### config.mk
export PLATFORM = sky130hd
export DESIGN_NAME = hazard_stall_controller
export DESIGN_NICKNAME = d
export VERILOG_FILES = /design/src/rtl/hazard_stall_controller.sv
export SDC_FILE = /design/constraint.sdc
export NUM_CORES = 1
export LEC_CHECK = 0
export ABC_CLOCK_PERIOD_IN_PS = 3040
export BUFFER_PORTS_ARGS = -buffer_cell sky130_fd_sc_hd__clkbuf_2
export CORE_UTILIZATION = 49
export CTS_CLUSTER_SIZE = 20
export DETAILED_ROUTE_END_ITERATION = 16
export GPL_TIMING_DRIVEN = 0
export PLACE_DENSITY = 0.88
export RECOVER_POWER = 50
export SLEW_MARGIN = 20
export SYNTH_ARGS = -nofsm -noshare
export SYNTH_HDL_FRONTEND = slang
export SYNTH_SLANG_ARGS = --single-unit
### constraint.sdc
create_clock -name clk -period 3.04 [get_ports clk]
set_clock_uncertainty 0.1 [all_clocks]
set_input_delay 0.152 -clock clk [delete_from_list [all_inputs] [get_ports clk]]
set_output_delay 0.152 -clock clk [all_outputs]
set_load 0.005 [all_outputs]
### src/rtl/hazard_stall_controller.sv
// Stall/flush controller beside the ID stage of the 5-stage pipeline.
// Load-use stalls (multi-cycle), branch flush, dmem wait freeze, stall counter.
//
// Ports:
//   clk, rst_n           clock, synchronous active-low reset
//   instr_IFID           IF/ID instruction (rs=[25:21], rt=[20:16])
//   uses_rs/rt_IFID      IF/ID source-read qualifiers
//   MemRead_IDEX         ID/EX holds a load
//   dest_IDEX            load destination in ID/EX
//   branch_taken_EX      taken branch/jump resolved in EX
//   dmem_req/dmem_ready  MEM-stage access and completion
//   PCWrite, Write_IFID  PC / IF/ID load enables
//   set_HDU              bubble into ID/EX
//   flush_IFID/IDEX      squash wrong-path instructions
//   stall_all            freeze ID/EX, EX/MEM, MEM/WB
//   stall_count          saturating count of PCWrite=0 cycles
module hazard_stall_controller #(
   parameter int BIT_WIDTH       = 32,
   parameter int REG_ADDR_W      = 5,
   parameter int LOAD_USE_CYCLES = 1,
   parameter int COUNT_W         = 16
) (
   input  logic                  clk,
   input  logic                  rst_n,
   input  logic [BIT_WIDTH-1:0]  instr_IFID,
   input  logic                  uses_rs_IFID,
   input  logic                  uses_rt_IFID,
   input  logic                  MemRead_IDEX,
   input  logic [REG_ADDR_W-1:0] dest_IDEX,
   input  logic                  branch_taken_EX,
   input  logic                  dmem_req,
   input  logic                  dmem_ready,
   output logic                  PCWrite,
   output logic                  Write_IFID,
   output logic                  set_HDU,
   output logic                  flush_IFID,
   output logic                  flush_IDEX,
   output logic                  stall_all,
   output logic [COUNT_W-1:0]    stall_count
);

   typedef enum logic [1:0] {
      IDLE,
      LU_STALL,
      MEM_WAIT
   } state_t;

   localparam logic [2:0] LU_INIT = 3'(LOAD_USE_CYCLES - 1);

   state_t              r_state;
   state_t              w_state_nxt;
   logic [2:0]          r_cnt;
   logic [2:0]          w_cnt_nxt;
   logic [COUNT_W-1:0]  r_count;

   logic [REG_ADDR_W-1:0] w_rs;
   logic [REG_ADDR_W-1:0] w_rt;
   logic                  w_hazard;
   logic                  w_memwait;
   logic                  w_in_lu;
   logic                  w_unused;

   assign w_rs = instr_IFID[25:21];
   assign w_rt = instr_IFID[20:16];
   assign w_unused = ^{instr_IFID[BIT_WIDTH-1:26], instr_IFID[15:0]};

   assign w_hazard = MemRead_IDEX
                   & (dest_IDEX != '0)
                   & ((uses_rs_IFID & (w_rs == dest_IDEX))
                    | (uses_rt_IFID & (w_rt == dest_IDEX)));

   assign w_memwait = dmem_req & ~dmem_ready;

   // A nonzero cnt in MEM_WAIT is the frozen load-use context to resume.
   assign w_in_lu = (r_state == LU_STALL)
                  | ((r_state == MEM_WAIT) & (r_cnt != 3'd0));

   always_ff @(posedge clk) begin
      if (!rst_n) begin
         r_state <= IDLE;
         r_cnt   <= 3'd0;
      end else begin
         r_state <= w_state_nxt;
         r_cnt   <= w_cnt_nxt;
      end
   end

   always_comb begin
      PCWrite     = 1'b1;
      Write_IFID  = 1'b1;
      set_HDU     = 1'b0;
      flush_IFID  = 1'b0;
      flush_IDEX  = 1'b0;
      stall_all   = 1'b0;
      w_state_nxt = r_state;
      w_cnt_nxt   = r_cnt;
      priority case (1'b1)
         !rst_n: begin
            w_state_nxt = IDLE;
            w_cnt_nxt   = 3'd0;
         end
         w_memwait: begin
            stall_all   = 1'b1;
            PCWrite     = 1'b0;
            Write_IFID  = 1'b0;
            w_state_nxt = MEM_WAIT;
         end
         branch_taken_EX: begin
            flush_IFID  = 1'b1;
            flush_IDEX  = 1'b1;
            w_state_nxt = IDLE;
            w_cnt_nxt   = 3'd0;
         end
         // ID/EX holds a bubble here, so MemRead_IDEX is ignored.
         w_in_lu: begin
            PCWrite    = 1'b0;
            Write_IFID = 1'b0;
            set_HDU    = 1'b1;
            if (r_cnt == 3'd1) begin
               w_state_nxt = IDLE;
               w_cnt_nxt   = 3'd0;
            end else begin
               w_state_nxt = LU_STALL;
               w_cnt_nxt   = r_cnt - 3'd1;
            end
         end
         default: begin
            w_state_nxt = IDLE;
            if (w_hazard) begin
               PCWrite    = 1'b0;
               Write_IFID = 1'b0;
               set_HDU    = 1'b1;
               if (LOAD_USE_CYCLES > 1) begin
                  w_state_nxt = LU_STALL;
                  w_cnt_nxt   = LU_INIT;
               end
            end
         end
      endcase
   end

   always_ff @(posedge clk) begin
      if (!rst_n) begin
         r_count <= '0;
      end else if (!PCWrite && (r_count != '1)) begin
         r_count <= r_count + 1'b1;
      end
   end

   assign stall_count = r_count;

endmodule
==> reports/metrics.csv, run 1 <==
metric;value;unit
outcome;completed;
path_class;flip-flop to output port;
register_area;420;um^2
finalWorstSetupSlack;631;ps
max_freq;0.415;GHz
synth_enable_flop_cells;0;
antenna_cells_inserted;0;
ioPinCount;67;
placeableCoreArea;2540;um^2
power_density;317;nW/um^2
layout_commonest_cell;sky130_fd_sc_hd__clkbuf_2;
die_x;54.6;um
drt_iter0_markers;31;
drive_gt1_share;25.1;%
worstHoldPathType;primary input to flip-flop;
clock_tree_from_tritoncts;yes;
peakVddDrop;0.339;mV
grt_setup_unrepaired;no;
syn_nets;208;
clk_path_buf_depth;2;
drt-vias-per-instance;5.68;
final_hold_violations;0;
global_route_wire_length_before_repair;4770;um
clock_sinks;21;
yosys_warnings;0;
critical_path.startpoint_type;flip-flop;
ctsHoldBuffers;0;
timing.critical_path.to_type;output port;
final.period_utilization;79.2;%
ant_nets;0;
synth_sequential_area_ratio;31.0;%
floorplan.rows;18;
pre_cts_slack;847;ps
postSynthCellCount;159;
dp_cells;233;
leakagePower;0.644;nW
globalRouteTotalUtil;21.8;%
detail_route.drc_violations;0;
fin_util;63.9;%
clockRootBuffer;sky130_fd_sc_hd__clkbuf_4;
drv.max_cap_violation_count;0;
maxSlewViolCount;0;
multiInputGateArea;826;um^2
h_tree_depth;1;
slew-limit-headroom;59.5;%
worst-endpoint-arrival;2160;ps
post-cts-setup-buffers;0;
worst_slew_pin_slew;602;ps
num-fill-cells;232;
clk_latency;320;ps
power;0.514;mW
dp.final_hpwl;2270;um
first_global_vias;1181;
final_cell_count_no_fill;237;
wirelength;2970;um
antenna_found_initial;0;
vias;1345;
starting_density_of_the_core;53.2;%
crit_path_max_fanout;11;
cts.repair.resized;0;
grt_overflow_total;0;
clk_transition_reported_paths;110;ps
ys_ff_latch;21;
syn_area;1360;um^2
finalWeightedCongestion;0.862;
synth.distinct_cells;42;
port_buffers;44;
synthToLayoutAreaGrowth;19.9;%
dominantRegCellSynth;sky130_fd_sc_hd__dfxtp_1;
die-area;2980;um^2
grt_start_max_net_pins;13;
critical_path_required;2790;ps
post_drt_wl_per_cell;12.5;um
finalSetupViolCount;0;
cts_inserted_buffers;3;
die_h;54.6;um
drt_first_pass_iters;4;
setup-tns-final;0;ps
period_needed;2410;ps
synth-async-reset-ratio;0;%
final_net_count;257;
mostFrequentLayoutCells;sky130_fd_sc_hd__clkbuf_2 (32), sky130_fd_sc_hd__dfxtp_1 (21), sky130_fd_sc_hd__nand2_1 (16), sky130_fd_sc_hd__clkbuf_1 (15);
avgSynthCellArea;8.52;um^2
## cell families (layout without fill, tap and decap cells)
| logic type | after synthesis | in the layout | synth area share, % |
|---|---|---|---|
| compound gates | 29 | 29 | 15.5 |
| fa+ha+maj | 4 | 4 | 3.69 |
| simple gates | 71 | 71 | 29.4 |
| xor+xnor | 10 | 10 | 6.46 |
| buf+inv | 16 | 64 | 8.03 |
| flops | 21 | 21 | 31.0 |
| mux | 8 | 8 | 5.91 |
## registers in the layout (all words and copies together), names as in the netlist
| name | flops |
|---|---|
| r_state | 2 |
| stall_count | 16 |
| r_cnt | 3 |
## stage by stage
stage	hold WS (ps)	cell area, um^2
floorplan	207	1360
global route	76.9	1630
CTS	27.1	1640
detailed placement	377	1610
global placement	366	1610
finish	49.2	1630
## area by class of cell
| type | count | area share, % |
|---|---|---|
| inverters | 6 | 1.54 |
| clock buffers | 3 | 1.39 |
| repair buffers | 44 | 12.6 |
| flip-flops and latches | 21 | 25.9 |
| plain buffers | 10 | 5.16 |
| multi-input cells | 122 | 50.8 |
| well taps | 30 | 2.31 |
| clock inverters | 1 | 0.308 |
## cells in the mapped netlist (2+ instances only)
cell                       instances  area [um^2]
sky130_fd_sc_hd__nor4b_1           2         17.5
sky130_fd_sc_hd__nor4_1            5         31.3
sky130_fd_sc_hd__o31ai_1           4         30.0
sky130_fd_sc_hd__o31a_2            2         20.0
sky130_fd_sc_hd__or4_1             5         37.5
sky130_fd_sc_hd__nand2b_1          4         25.0
sky130_fd_sc_hd__inv_1             5         18.8
sky130_fd_sc_hd__o21ai_0           2         10.0
sky130_fd_sc_hd__nand3_1          11         55.1
sky130_fd_sc_hd__nor3_2            2         20.0
sky130_fd_sc_hd__xnor2_1          10         87.6
sky130_fd_sc_hd__nor2_1           11         41.3
sky130_fd_sc_hd__buf_12            2         40.0
sky130_fd_sc_hd__nor2b_1           2         12.5
sky130_fd_sc_hd__ha_1              4         50.1
sky130_fd_sc_hd__and3_1            3         18.8
sky130_fd_sc_hd__buf_4             3         22.5
sky130_fd_sc_hd__o21a_1            3         22.5
sky130_fd_sc_hd__o21ai_1           2         10.0
sky130_fd_sc_hd__a21oi_1           8         40.0
sky130_fd_sc_hd__dfxtp_1          21          420
sky130_fd_sc_hd__buf_2             2         10.0
sky130_fd_sc_hd__mux2i_1           8         80.1
sky130_fd_sc_hd__nand2_1          16         60.1
sky130_fd_sc_hd__clkbuf_1          3         11.3
sky130_fd_sc_hd__nand4_1           3         18.8
## power by group
group / internal [mW] / switching, mW
sequential: 0.280 / 0.00395
clock: 0.0493 / 0.0912
combinational: 0.0450 / 0.0452
total: 0.374 / 0.140
## final timing paths
path                                                  start                            to  cells after the start  slack [ps]
worst min register to register  stall_count[6]$_SDFFE_PN0P_   stall_count[6]$_SDFFE_PN0P_                      2         390
worst min-delay path                               dmem_req         r_state[1]$_SDFF_PN0_                      3          50
worst max register to register        r_cnt[0]$_SDFFE_PN0P_  stall_count[13]$_SDFFE_PN0P_                     10         830
worst max-delay path                  r_cnt[0]$_SDFFE_PN0P_                    Write_IFID                     11         630
## metal layers
layer / track usage, % / part of all wire, %
met1: 25.5 / 45
met2: 40.2 / 49
met3: 5.83 / 6.0
met5: 0 / 0
met4: 2.56 / 0.20
## worst max-delay path: stages, from the launching register on
cell	delay (ps)
sky130_fd_sc_hd__dfxtp_1	360
sky130_fd_sc_hd__inv_1	90
sky130_fd_sc_hd__ha_1	140
sky130_fd_sc_hd__nand2b_1	50
sky130_fd_sc_hd__a21oi_1	260
sky130_fd_sc_hd__o22ai_1	150
sky130_fd_sc_hd__a31o_4	260
sky130_fd_sc_hd__inv_4	80
sky130_fd_sc_hd__buf_12	120
sky130_fd_sc_hd__buf_12	130
sky130_fd_sc_hd__buf_4	100
sky130_fd_sc_hd__clkbuf_2	100
Power figures use the tool's default switching activity.
==> run 2, diff against run 1 <==
--- a/config.mk
+++ b/config.mk
@@ -5,13 +5,13 @@
 export SDC_FILE = /design/constraint.sdc
 export NUM_CORES = 1
 export LEC_CHECK = 0
-export ABC_CLOCK_PERIOD_IN_PS = 3040
+export ABC_CLOCK_PERIOD_IN_PS = 2200
 export BUFFER_PORTS_ARGS = -buffer_cell sky130_fd_sc_hd__clkbuf_2
-export CORE_UTILIZATION = 49
+export CORE_UTILIZATION = 41
 export CTS_CLUSTER_SIZE = 20
 export DETAILED_ROUTE_END_ITERATION = 16
 export GPL_TIMING_DRIVEN = 0
-export PLACE_DENSITY = 0.88
+export PLACE_DENSITY = 0.79
 export RECOVER_POWER = 50
 export SLEW_MARGIN = 20
 export SYNTH_ARGS = -nofsm -noshare
==> constraint.sdc (replaced) <==
create_clock -name clk -period 2.2 [get_ports clk]
set_clock_uncertainty 0.1 [all_clocks]
set_input_delay 0.11 -clock clk [delete_from_list [all_inputs] [get_ports clk]]
set_output_delay 0.11 -clock clk [all_outputs]
set_load 0.005 [all_outputs]
==> run 2 against run 1 <==
  * Hold slack got worse by 28 ps
  * Flip-flop and latch count is the same
  * Die area increased by 19%
  * Sequential share of layout area is 1.8 points lower
  * First-iteration DRC count up 16%
==> reports/metrics.csv, run 2 (same netlist as run 1, synthesis figures left out) <==
metric;value;unit
dp.final_hpwl;2420;um
met1_usage;25.7;%
globalRouteTotalUtil;20.1;%
leakagePower;0.723;nW
power_frac_comb;21.1;%
cp_num_buf_inv;1;
clk_path_buf_depth;2;
final.period_utilization;95.4;%
port_buffers;44;
dp_cells;247;
die-area;3540;um^2
p_seq_share;52.5;%
wirelength;3430;um
busiest_layer;met2;
placeableCoreArea;3100;um^2
grt_setup_unrepaired;no;
critical_path_required;2350;ps
slowest_delay;490;ps
power.clock.fraction;26.4;%
slew-limit-headroom;62.3;%
first_global_vias;1263;
floorplan.rows;20;
cts_inserted_buffers;3;
timing.critical_path.to_type;flip-flop;
total_switching_power;0.206;mW
clk_transition_reported_paths;120;ps
critical_path.startpoint_type;flip-flop;
die_x;59.5;um
ctsHoldBuffers;0;
final_hold_violations;0;
cp_cell_sequence;and4_1, and2_1, buf_2, nand3_4, or3_1, nand3_1, mux2i_1;
grt_start_max_net_pins;12;
reg2reg_setup_slack;100;ps
power.internal;0.539;mW
timing.critical_path.max_delay_family;simple AND/OR/NAND/NOR gates;
antenna_cells_inserted;0;
flip_flop_count_of_the_largest_register_after_layout;16;
grt_overflow_total;0;
post_drt_wl_per_cell;13.2;um
ant_nets;0;
final_cell_count_no_fill;260;
register_area;427;um^2
power_density;420;nW/um^2
vias;1407;
drt_iter0_markers;36;
finalSetupViolCount;0;
global_route_wire_length_before_repair;5380;um
drt_first_pass_iters;4;
antenna_found_initial;0;
grt_use_met3;2.84;%
fin_util;57.2;%
power;0.745;mW
mostFrequentLayoutCells;sky130_fd_sc_hd__clkbuf_2 (35), sky130_fd_sc_hd__dfxtp_1 (18), sky130_fd_sc_hd__nand2_1 (16), sky130_fd_sc_hd__clkbuf_1 (13);
h_tree_depth;1;
multiInputGateArea;862;um^2
worstHoldPathType;primary input to flip-flop;
max_freq;0.477;GHz
drive_gt1_share;33.3;%
detail_route.drc_violations;0;
crit_path_max_fanout;9;
synthToLayoutAreaGrowth;30.9;%
maxSlewViolCount;0;
worst-endpoint-arrival;2250;ps
die_h;59.5;um
peakVddDrop;0.157;mV
setup-tns-final;0;ps
clock_tree_from_tritoncts;yes;
period_needed;2100;ps
worst_slew_pin_slew;561;ps
clock_sinks;21;
final_net_count;266;
pre_cts_slack;2.73;ps
num-fill-cells;309;
critPathSlowestCell;sky130_fd_sc_hd__or3_1;
power.switching_fraction;27.6;%
drv.max_cap_violation_count;0;
drt-vias-per-instance;5.41;
ioPinCount;67;
finalWorstSetupSlack;102;ps
finalWeightedCongestion;0.787;
clockRootBuffer;sky130_fd_sc_hd__clkbuf_4;
clk_latency;320;ps
layout_commonest_cell;sky130_fd_sc_hd__clkbuf_2;
outcome;completed;
groute.layer.met2.usage;32.9;%
path_class;flip-flop to flip-flop;
starting_density_of_the_core;43.7;%
run 2: changes by cell type in the layout (fill, tap and decap cells not counted), sizes merged:
| cell | change |
|---|---|
| buf | +9 |
| clkbuf | +1 |
| clkinv | -1 |
run 2: per-stage QoR:
step	hold WS (ps)	instance area, um^2
2_1_floorplan	150	1360
3_5_place_dp	337	1630
3_3_place_gp	325	1630
5_1_grt	51.8	1770
4_1_cts	1.72	1690
6_report	20.9	1770
run 2: final timing paths:
check                              start                            to  cells after the start
max          stall_count[5]$_SDFFE_PN0P_   stall_count[2]$_SDFFE_PN0P_                      7
min                                rst_n  stall_count[10]$_SDFFE_PN0P_                      3
max reg2reg  stall_count[5]$_SDFFE_PN0P_   stall_count[2]$_SDFFE_PN0P_                      7
min reg2reg  stall_count[6]$_SDFFE_PN0P_   stall_count[6]$_SDFFE_PN0P_                      1
run 2: worst register-to-register path: cells and delay by family (launching register included):
kind          cells  cell delay [ps]
buf+inv           1              170
flops             1              420
mux               1              200
simple gates      5             1140
run 2: cell type report:
| cell class | count | share of cell area (%) |
|---|---|---|
| buffer | 10 | 5.08 |
| clock buffer | 4 | 1.48 |
| inverter | 6 | 1.41 |
| multi-input combinational | 122 | 48.6 |
| sequential | 21 | 24.0 |
| tap | 44 | 3.10 |
| timing repair buffer | 53 | 16.3 |
run 2: per-layer routing:
metal  share of wire [%]  wire (um)  up-vias
li1                    -          -      689
met1                  46       1570      653
met2                  47       1600       54
met3                 5.0        173       11
met4                 2.4         83        0
met5                   0          0        -
run 2: power by group through the flow:
stage	logic (mW)	clock network (mW)	registers (mW)
2_1_floorplan	0.0802	0	0.399
3_3_place_gp	0.124	0	0.400
3_5_place_dp	0.127	0	0.400
4_1_cts	0.135	0.195	0.391
5_1_grt	0.172	0.213	0.391
6_report	0.157	0.197	0.391
run 2: what timing repair did:
item | CTS | global route
gates cloned | 0 | 0
buffers inserted | 3 | 6
resized for setup | 4 | 13
setup endpoints to repair | 3 | 15
pin swaps | 2 | 4
